==> config.mk <==
export PLATFORM = sky130hd
export DESIGN_NAME = shift_add_mult_ctrl
export DESIGN_NICKNAME = d
export VERILOG_FILES = /design/src/rtl/mult_pkg.sv /design/src/rtl/shift_add_mult_ctrl_nibble_adder.sv /design/src/rtl/shift_add_mult_ctrl.sv
export SDC_FILE = /design/constraint.sdc
export NUM_CORES = 1
export LEC_CHECK = 0
export BUFFER_PORTS_ARGS = -buffer_cell sky130_fd_sc_hd__buf_2
export CAP_MARGIN = 20
export CORE_ASPECT_RATIO = 1.4
export CORE_MARGIN = 10
export CORE_UTILIZATION = 58
export DETAILED_ROUTE_END_ITERATION = 7
export PLACE_DENSITY = 0.82
export SYNTH_ARGS = -nofsm -noshare
export SYNTH_HDL_FRONTEND = slang
export SYNTH_SLANG_ARGS = --single-unit
==> constraint.sdc <==
create_clock -name Clock -period 5.4 [get_ports Clock]
set_input_delay 0.81 -clock Clock [delete_from_list [all_inputs] [get_ports Clock]]
set_output_delay 0.81 -clock Clock [all_outputs]
set_load 0.05 [all_outputs]
==> src/rtl/mult_pkg.sv <==
// Shared types and sizing for the shift-and-add multiplier controller.
// Holds the state encoding, the default operand width and the counter width.
package mult_pkg;

    localparam int unsigned MULT_WIDTH = 4;

    typedef enum logic {
        IDLE = 1'b0,
        RUN  = 1'b1
    } state_e;

    // Counter must reach WIDTH-1, plus one spare bit for the increment.
    function automatic int unsigned cnt_width(input int unsigned w);
        return $clog2(w) + 1;
    endfunction

    localparam int unsigned CNT_W = cnt_width(MULT_WIDTH);

endpackage

==> src/rtl/shift_add_mult_ctrl_nibble_adder.sv <==
// WIDTH-bit ripple-carry adder with carry-in tied low.
// Shared by every iteration of the multiplier controller.
module nibble_adder #(
    parameter int unsigned WIDTH = 4
) (
    input  logic [WIDTH-1:0] A,
    input  logic [WIDTH-1:0] B,
    output logic [WIDTH-1:0] Sum,
    output logic             Cout
);

    logic carry;

    always_comb begin
        Sum   = '0;
        carry = 1'b0;
        for (int i = 0; i < WIDTH; i++) begin
            Sum[i] = A[i] ^ B[i] ^ carry;
            carry  = (A[i] & B[i]) | (carry & (A[i] ^ B[i]));
        end
        Cout = carry;
    end

endmodule

==> src/rtl/shift_add_mult_ctrl.sv <==
// Multi-cycle unsigned shift-and-add multiplier with Start/Busy/Done handshake.
// Optional ZERO_BYPASS_EN: zero operands complete on the accepting edge.
module shift_add_mult_ctrl
    import mult_pkg::*;
#(
    parameter int unsigned WIDTH = MULT_WIDTH
) (
    input  logic               Clock,
    input  logic               Reset,
    input  logic               Start,
    input  logic [WIDTH-1:0]   A,
    input  logic [WIDTH-1:0]   B,
    output logic [2*WIDTH-1:0] Product,
    output logic               Busy,
    output logic               Done
);

    localparam int unsigned CW = cnt_width(WIDTH);
    localparam logic [CW-1:0] LAST = CW'(WIDTH - 1);

    state_e             state_q, state_d;
    logic [WIDTH-1:0]   m_q, m_d;
    logic [WIDTH-1:0]   acc_q, acc_d;
    logic [WIDTH-1:0]   qr_q, qr_d;
    logic [CW-1:0]      cnt_q, cnt_d;
    logic [2*WIDTH-1:0] prod_q, prod_d;
    logic               done_q, done_d;

    logic [WIDTH-1:0]   add_sum;
    logic               add_cout;
    logic [WIDTH:0]     sel_sum;

    nibble_adder #(
        .WIDTH (WIDTH)
    ) u_adder (
        .A    (acc_q),
        .B    (m_q),
        .Sum  (add_sum),
        .Cout (add_cout)
    );

    // Carry is kept as the new MSB of Acc, so no overflow is possible.
    assign sel_sum = qr_q[0] ? {add_cout, add_sum} : {1'b0, acc_q};

    always_ff @(posedge Clock or posedge Reset) begin
        if (Reset) begin
            state_q <= IDLE;
            m_q     <= '0;
            acc_q   <= '0;
            qr_q    <= '0;
            cnt_q   <= '0;
            prod_q  <= '0;
            done_q  <= 1'b0;
        end else begin
            state_q <= state_d;
            m_q     <= m_d;
            acc_q   <= acc_d;
            qr_q    <= qr_d;
            cnt_q   <= cnt_d;
            prod_q  <= prod_d;
            done_q  <= done_d;
        end
    end

    always_comb begin
        state_d = state_q;
        m_d     = m_q;
        acc_d   = acc_q;
        qr_d    = qr_q;
        cnt_d   = cnt_q;
        prod_d  = prod_q;
        done_d  = 1'b0;
        unique case (state_q)
            IDLE: begin
                if (Start) begin
                    m_d   = A;
                    qr_d  = B;
                    acc_d = '0;
                    cnt_d = '0;
`ifdef ZERO_BYPASS_EN
                    if (A == '0 || B == '0) begin
                        prod_d = '0;
                        done_d = 1'b1;
                    end else begin
                        state_d = RUN;
                    end
`else
                    state_d = RUN;
`endif
                end
            end
            RUN: begin
                acc_d = sel_sum[WIDTH:1];
                qr_d  = {sel_sum[0], qr_q[WIDTH-1:1]};
                cnt_d = cnt_q + CW'(1);
                if (cnt_q == LAST) begin
                    prod_d  = {acc_d, qr_d};
                    done_d  = 1'b1;
                    state_d = IDLE;
                end
            end
            default: state_d = IDLE;
        endcase
    end

    assign Product = prod_q;
    assign Busy    = (state_q == RUN);
    assign Done    = done_q;

endmodule
# Word-level counts from Yosys, hierarchy flattened
# Index checks and enable logic that the tools add are counted.
dict set report word_totals {
  latch_bits 0
  mem_bits_rw 0
  word_cells 42
  out_inout_bits 10
  regBits 25
  mem_bits_ro 0
  mem_count 0
  inputBits 11
}
dict set report classes {
  order_cmp 0
  n_div 0
  add_sub_neg 1
  mux 12
  bitwise 18
  shifts 0
  mul 0
  n_eq_ne 2
  reduce_logical 2
}
# cell n
set op_table {}
lappend op_table {{one-hot mux 4 bit (2 select lines)} 2}
lappend op_table {{two-way mux 4 bit} 2}
lappend op_table {{AND 1 bit} 7}
lappend op_table {{bitwise XOR 1 bit} 7}
lappend op_table {{one-hot mux 3 bit (2 select lines)} 1}
lappend op_table {{two-way mux 5 bit} 1}
lappend op_table {{two-way mux 1 bit} 4}
lappend op_table {{AND reduction 2 bit} 2}
lappend op_table {{adder 3 x 1 -> 3 bit (second input constant)} 1}
lappend op_table {{equality test 3 x 2 -> 1 bit (second input constant)} 1}
lappend op_table {{two-way mux 3 bit} 1}
lappend op_table {{OR 1 bit} 3}
lappend op_table {{inequality test 2 bit (second input constant)} 1}
lappend op_table {{one-hot mux 1 bit (2 select lines)} 1}
lappend op_table {{NOT 1 bit} 1}

# Logic depth before layout (Yosys ltp)
# Gate-level depths: netlist of the first run.
dict set report logic_depth {
  ltp_word 9
  ltp_mapped 8
}

# Modules after synthesis
# Synthesis of the first run repeated with hierarchy kept, for this count alone.
dict set report hier_totals {
  cells_unflattened 101
  area_unflattened_um2 1183.6
}
# mod instances cells_each area_each_um2
set modules_own_cells {}
lappend modules_own_cells {shift_add_mult_ctrl 1 87 1073.5}
lappend modules_own_cells {nibble_adder 1 14 110.1}

# Worst setup path after synthesis of the first run
# Ideal clock, no wire load.
dict set report synth_timing {
  kind {reg2reg}
  from {register acc_q[0]}
  to {register acc_q[2]}
  arrival_ns 1.950
  path_stages_with_launch 9
  setup_time_ns 0.130
  path_buffers 0
  required_time_ns 5.270
  slack_ns 3.320
  period_less_slack_ns 2.080
  path_cell_list {dfrtp_1 > ha_1 > inv_1 > fa_1 > fa_1 > inv_1 > fa_1 > mux2i_1 > o22ai_1}
}
dict set report synth_via {
  elab_chain_len 8
}
# element line
set synth_lines {}
lappend synth_lines {{start, declared} shift_add_mult_ctrl.sv:23} ;# logic [WIDTH-1:0] acc_q, acc_d;
lappend synth_lines {{start signal, assigned} shift_add_mult_ctrl.sv:49} ;# acc_q <= '0;
lappend synth_lines {{start signal, assigned} shift_add_mult_ctrl.sv:57} ;# acc_q <= acc_d;
lappend synth_lines {{AND 1 bit (2 in series)} shift_add_mult_ctrl_nibble_adder.sv:19} ;# carry = (A[i] & B[i]) | (carry & (A[i] ^ B[i]));
lappend synth_lines {{OR 1 bit} shift_add_mult_ctrl_nibble_adder.sv:19}
lappend synth_lines {{AND 1 bit} shift_add_mult_ctrl_nibble_adder.sv:19}
lappend synth_lines {{OR 1 bit} shift_add_mult_ctrl_nibble_adder.sv:19}
lappend synth_lines {{bitwise XOR 1 bit} shift_add_mult_ctrl_nibble_adder.sv:18} ;# Sum[i] = A[i] ^ B[i] ^ carry;
lappend synth_lines {{two-way mux 5 bit} shift_add_mult_ctrl.sv:43} ;# assign sel_sum = qr_q[0] ? {add_cout, add_sum} : {1'b0, acc_q};
lappend synth_lines {{one-hot mux 4 bit (2 select lines)} shift_add_mult_ctrl.sv:73} ;# unique case (state_q)
# Every way passes these cells.
# A chain may end at the register's enable or synchronous reset.

# Final worst setup path of the first run
dict set report layout_timing {
  from {register state_q, in the netlist Busy}
  to {output port Busy}
}
# element line
set layout_rtl {}
lappend layout_rtl {{start, declared} shift_add_mult_ctrl.sv:21} ;# state_e state_q, state_d;
lappend layout_rtl {{start signal, assigned} shift_add_mult_ctrl.sv:55} ;# state_q <= state_d;
lappend layout_rtl {{end, declared} shift_add_mult_ctrl.sv:14} ;# output logic Busy,
# No word-level cell between the ends.

==> summary.md, run 1 <==
| Metric | Value |
|---|---|
| Status | completed |
| Via Count | 783 |
| Post-CTS Hold Buffers | 0 |
| RSZ-0062 raised after global routing | no |
| Placed Instances | 134 |
| Crit Path Category | reg -> out |
| Slew Limit Fails | 0 |
| Hold path startpoint | cnt_q[0]$_DFFE_PP0P_ |
| Synthesis Warnings | 0 |
| Tmin final | 2355 ps |
| Adder-Cell Fraction of Synth Area | 0.08228 |
| Final Cell Area | 0.001314 mm² |
| CTS buffer count | 3 |
| Pin count of the biggest net entering global routing | 26 |
| Post-CTS Setup Bufs | 0 |
| Combinational family with the most area after synthesis | compound AO/OA/AOI/OAI gates |
| Total GRT Usage | 0.1138 |
| Antenna Nets Post-Route | 0 |
| Simple logic cell fraction of the synthesized area | 0.08017 |
| Final wirelength | 2218 µm |
| Multiplexer area fraction after synthesis | 0.1255 |
| DP Area | 0.001284 mm² |
| GR Overflow Total | 0 |
| Post-DR wirelength/cell | 16.07 µm |
| # port buffers | 20 |
| Reg2Reg Capture Point | acc_q[2]$_DFFE_PP0P_ |
| Vias in the first global route | 836 |
| Period utilization | 0.4362 |
| Iter 0 DRT Violations | 35 |
| CTS tree | done |
| Worst Max-Slew Pin Slew | 914.9 ps |
| Via density | 5.674 |
| Cell Rows | 19 |
| Routability cong. | 0.7787 |
| CP Max Fanout | 23 |
| Antenna cells | 0 |
| Synthesized area per cell | 12.23 µm² |
| Mapped Area | 0.001186 mm² |
| Final hold viol count | 0 |
| Io pins | 21 |
| Crit end category | output pin |
| Max-cap viol count | 0 |
| Hold Path End | cnt_q[0]$_DFFE_PP0P_ |
| Pwr Total | 0.8463 mW |
| Worst r2r src | acc_q[0]$_DFFE_PP0P_ |
| Pre-Repair DR Iteration Count | 4 |
| Setup TNS | 0 ps |
| Post-DP HPWL | 1678 µm |
| Area Growth Syn to Fin | 10.76% |
| Max Freq | 0.4246 GHz |
| Nets | 135 |
| Peak VDD IR | 0.3885 mV |
| Die width | 58.22 µm |
| CP Launch Type | flip-flop |
| Power density over cell area | 644.2 mW/mm² |
| Skew final | 8.973 ps |
| Tightest Hold Check Type | reg -> reg |
| Syn_nets | 114 |
| Core Region | 0.001949 mm² |
| CP required | 4590 ps |
| Drt drc | 0 |
| R2R Setup Slk | 3160 ps |
| Post-synth cell types | 29 |
| Fin cells | 138 |
| Crit-path cells | buf_2 |
| First-pass GRT wire length | 3864 µm |
| Buf/Inv on CP | 1 |
| Skew-Pair Late Insertion Delay | 330 ps |
| Sequential-to-total area share from yosys stat | 0.5274 |
| CP delay by family, top | flip-flops |
| Slowest CP cell | dfrtp_1 |
| Post-CTS Resized | 0 |
| Clock Pin Slew Worst Setup and Hold Paths | 140 ps |
| H-tree depth | 1 |
| Cells after Synth | 97 |
| Num Clock Sinks | 25 |
| Die area | 0.004279 mm² |
| Synth Area in XOR/XNOR | 0 |
| Final Setup Violations | 0 |
| WP depth | 1 |
| Layout cells sized above 1 | 0.3077 |
| Max incr delay on CP | 830 ps |
| Clock tree buffer depth | 2 |
| Post-synthesis compound-gate area fraction | 0.1255 |
| Initial Util | 0.6085 |
| Root Buffer | clkbuf_4 |
| CP arrival | 1550 ps |
| Seq cells post-synth | 25 |
| Antenna violations before repair | 0 |
| Slew headroom | 0.3894 |
| Depth of the most critical reg-to-reg path | 8 |
| Layout fillers | 163 |
| Hold-critical path depth | 1 |
| Die H | 73.51 µm |
| Lkg Pwr | 0.6349 nW |
==> cells in the mapped netlist <==
| library cell | number | area share |
|---|---|---|
| dfrtp_1 | 25 | 0.53 |
| inv_1 | 9 | 0.028 |
| mux2i_1 | 7 | 0.059 |
| o21ai_0 | 6 | 0.025 |
| a21oi_1 | 4 | 0.017 |
| mux2_2 | 4 | 0.038 |
| nand2b_1 | 4 | 0.021 |
| fa_1 | 3 | 0.051 |
| ha_1 | 3 | 0.032 |
| mux2_1 | 3 | 0.028 |
| nand2_1 | 3 | 0.0095 |
| nor2_1 | 3 | 0.0095 |
| a21bo_2 | 2 | 0.017 |
| and2_1 | 2 | 0.011 |
| buf_2 | 2 | 0.0084 |
| inv_2 | 2 | 0.0063 |
| o31ai_1 | 2 | 0.013 |
| o32ai_2 | 2 | 0.027 |
| a22o_1 | 1 | 0.0074 |
| buf_4 | 1 | 0.0063 |
| buf_6 | 1 | 0.0095 |
| nand2_2 | 1 | 0.0053 |
| nand3_1 | 1 | 0.0042 |
| nand4_1 | 1 | 0.0053 |
| nor2b_2 | 1 | 0.0074 |
| o21bai_1 | 1 | 0.0063 |
| o22ai_1 | 1 | 0.0053 |
| o2bb2ai_1 | 1 | 0.0074 |
| or3b_1 | 1 | 0.0074 |
==> through the flow <==
stage                     utilization  hold slack, ps  setup slack, ps
after global placement         0.6585           463.2             3272
after detailed placement       0.6585           469.4             3187
after CTS                      0.6739           495.4             3042
after global routing           0.6739           526.2             2958
after floorplan                     -           443.7             3320
final                          0.6739           490.2             3045
==> layout by cell type, fill, tap and decap left out, drive strengths merged, types with 4 or more instances in the layout <==
cell type  count
a21oi          4
dfrtp         25
inv           11
nand2b         4
mux2i          7
buf           20
mux2           7
nand2          4
o21ai          6
==> sequential cells by signal, indices dropped and copies added, names as in the netlist <==
register	flops
Busy	1
Done	1
Product	8
acc_q	4
cnt_q	3
m_q	4
qr_q	4
==> logic make-up (layout without fill, tap and decap cells) <==
| group | count (synthesis) | in the layout |
|---|---|---|
| flops | 25 | 25 |
| compound gates | 20 | 20 |
| buf+inv | 15 | 35 |
| mux | 14 | 14 |
| fa+ha+maj | 6 | 6 |
| simple gates | 17 | 17 |
==> worst max path at each step <==
stage | to | from
3_3_place_gp | acc_q[2]$_DFFE_PP0P_ | acc_q[0]$_DFFE_PP0P_
3_5_place_dp | acc_q[2]$_DFFE_PP0P_ | acc_q[0]$_DFFE_PP0P_
2_1_floorplan | acc_q[2]$_DFFE_PP0P_ | acc_q[0]$_DFFE_PP0P_
4_1_cts | Busy | Busy$_DFF_PP0_
5_1_grt | Busy | Busy$_DFF_PP0_
6_report | Busy | Busy$_DFF_PP0_
==> per-layer routing <==
metal	up-vias	global-route usage	part of all wire
li1	373	-	-
met1	384	0.1265	0.40
met2	22	0.1962	0.53
met3	4	0.02586	0.053
met4	0	0.05759	0.015
met5	-	0	0
==> layout make-up <==
type	instances	area, µm²	area share
Clock buffer	3	22.52	0.01714
Clock inverter	1	7.507	0.005714
Inverter	11	41.29	0.03143
Multi-Input combinational cell	57	490.5	0.3733
Sequential cell	25	625.6	0.4762
Timing Repair Buffer	20	100.1	0.07619
Tap cell	21	26.28	0.02000
==> report_power, final <==
group	switching [mW]	internal (mW)	total (mW)
Combinational	0.260	0.152	0.412
Clock	0.0572	0.0284	0.0855
Sequential	0.0755	0.273	0.348
Total	0.393	0.453	0.846
Note: power is estimated with default switching activity, not from simulation.
==> inputs of run 2 (changes only) <==
- CORE_UTILIZATION: 58 -> 48
- PLACE_DENSITY: 0.82 -> 0.73
- clock period: 5.4 -> 2.11 ns (I/O delays scaled with it)
==> summary.md, run 2 (synthesized netlist as in run 1, its figures left out) <==
| Metric | Value |
|---|---|
| Status | completed |
| Routability cong. | 0.7710 (-0.99%) |
| Io pins | 21 (unchanged) |
| CP Launch Type | flip-flop |
| Pwr Total | 2.218 mW (+160%) |
| Max reg flops | 8 (unchanged) |
| Area Growth Syn to Fin | 14.77% |
| Slew headroom | 0.7732 (+0.3839) |
| CTS tree | done |
| Skew final | 6.398 ps (-2.575 ps) |
| Clock tree buffer depth | 2 (unchanged) |
| CTS buffer count | 3 (unchanged) |
| GR Overflow Total | 0 (unchanged) |
| Crit Path Category | reg -> reg |
| Post-DP HPWL | 1757 µm (+4.7%) |
| Worst r2r src | acc_q[0]$_DFFE_PP0P_ |
| Final hold viol count | 0 (unchanged) |
| H-tree depth | 1 (unchanged) |
| Iter 0 DRT Violations | 24 (-31%) |
| Depth of the most critical reg-to-reg path | 8 (unchanged) |
| Peak VDD IR | 0.8283 mV (+110%) |
| Max Freq | 0.4745 GHz |
| Tmin final | 2108 ps |
| Vias in the first global route | 858 (+2.6%) |
| Clock Pin Slew Worst Setup and Hold Paths | 140 ps (about the same) |
| Drt drc | 0 (unchanged) |
| Antenna Nets Post-Route | 0 (unchanged) |
| Skew-Pair Late Insertion Delay | 320 ps (about the same) |
| Final Setup Violations | 0 (unchanged) |
| Lkg Pwr | 0.6473 nW (+2.0%) |
| Pre-Repair DR Iteration Count | 4 (unchanged) |
| Fin cells | 154 (+12%) |
| First-pass GRT wire length | 3981 µm (+3.0%) |
| CP arrival | 2320 ps (+770 ps) |
| Via density | 5.065 (-11%) |
| CP Max Fanout | 2 (-91%) |
| Period utilization | 0.9988 |
| Post-CTS Hold Buffers | 0 (unchanged) |
| Most common cell after layout, fill and taps aside | dfrtp_1 |
| Placed Instances | 150 (+12%) |
| Die H | 78.82 µm (+7.2%) |
| Layout fillers | 211 (+29%) |
| Max-cap viol count | 0 (unchanged) |
| Most frequent cells in the layout | 25 x dfrtp_1, 20 x buf_2, 7 x inv_1 |
| CP required | 2320 ps (-2270 ps) |
| Nets | 138 (+2.2%) |
| Final wirelength | 2249 µm (+1.4%) |
| Post-DR wirelength/cell | 14.60 µm (-9.1%) |
| Die area | 0.004887 mm² (+14%) |
| Worst hold slack | 2.744 ps (-487.4 ps) |
| Antenna cells | 0 (unchanged) |
| Root Buffer | clkbuf_4 |
| DP Area | 0.001323 mm² (+3.0%) |
| Power density over cell area | 1629 mW/mm² (+150%) |
| Core Region | 0.002391 mm² (+23%) |
| Num Clock Sinks | 25 (unchanged) |
| Layout cells sized above 1 | 0.3750 (+0.06731) |
| Slew Limit Fails | 0 (unchanged) |
| Post-CTS Setup Bufs | 0 (unchanged) |
| Final Cell Area | 0.001361 mm² (+3.6%) |
| Tightest Hold Check Type | in -> async |
| Crit end category | flip-flop |
| Worst Max-Slew Pin Slew | 340.2 ps (-574.8 ps) |
| Total GRT Usage | 0.1065 (-0.007327) |
| RSZ-0062 raised after global routing | yes |
| Initial Util | 0.4961 (-0.1124) |
| Die width | 62.01 µm (+6.5%) |
| # port buffers | 20 (unchanged) |
| Antenna violations before repair | 0 (unchanged) |
| R2R Setup Slk | 2 ps (-3160 ps) |
| Via Count | 780 (-0.38%) |
| Cell Rows | 21 (+2) |
| Final core utilization | 0.5693 (-0.1046) |
| Reg2Reg Capture Point | acc_q[2]$_DFFE_PP0P_ |
| Pin count of the biggest net entering global routing | 26 (unchanged) |
[run 2: per-stage QoR]
| step | TNS [ps] | worst slack, ps |
|---|---|---|
| 2_1_floorplan | 0 | 29.53 |
| 3_3_place_gp | -5.202 | -5.202 |
| 3_5_place_dp | -165.8 | -94.74 |
| 4_1_cts | -39.18 | -33.04 |
| 5_1_grt | -168.2 | -95.46 |
| 6_report | 0 | 2.478 |
[run 2: area by class of cell]
class | count | area, µm² | share of cell area
clock inverter | 1 | 5.005 | 0.003676
clock buffer | 3 | 22.52 | 0.01654
timing repair buffer | 23 | 122.6 | 0.09007
sequential | 25 | 625.6 | 0.4596
multi-input combinational | 57 | 501.7 | 0.3686
inverter | 11 | 41.29 | 0.03033
tap | 34 | 42.54 | 0.03125
[run 2: power breakdown]
part / internal [mW] / switching, mW / leakage, nW
sequential: 0.699 / 0.165 / 0.308
clock: 0.0711 / 0.143 / 0.0177
combinational: 0.426 / 0.713 / 0.322
[run 2: worst max-delay path: stages (launching register included)]
cell,delay (ps)
dfrtp_1,390
ha_2,180
inv_2,40
fa_2,330
fa_2,340
inv_2,60
fa_1,410
mux2i_2,170
o22ai_1,100
[run 2: timing repair]
item | 4_1_cts | 5_1_grt
resized for setup | 5 | 1
pin swaps | 3 | 2
endpoints found under the setup margin | 2 | 2
[run 2: worst max-delay path by stage]
stage                          from              endpoint  depth (start not counted)
2_1_floorplan  acc_q[0]$_DFFE_PP0P_  acc_q[2]$_DFFE_PP0P_                          8
3_3_place_gp     m_q[0]$_DFFE_PP0P_  acc_q[2]$_DFFE_PP0P_                          8
3_5_place_dp     m_q[0]$_DFFE_PP0P_  acc_q[2]$_DFFE_PP0P_                          8
4_1_cts          m_q[0]$_DFFE_PP0P_  acc_q[2]$_DFFE_PP0P_                          8
5_1_grt          m_q[0]$_DFFE_PP0P_  acc_q[2]$_DFFE_PP0P_                          8
6_report       acc_q[0]$_DFFE_PP0P_  acc_q[2]$_DFFE_PP0P_                          8
[run 2: per-layer routing]
metal	GRT usage	wire length [µm]	up-vias
met5	0	0	-
met4	0.05381	49	0
met3	0.03025	115	5
met2	0.1687	1157	16
met1	0.1256	926	382
li1	-	-	377
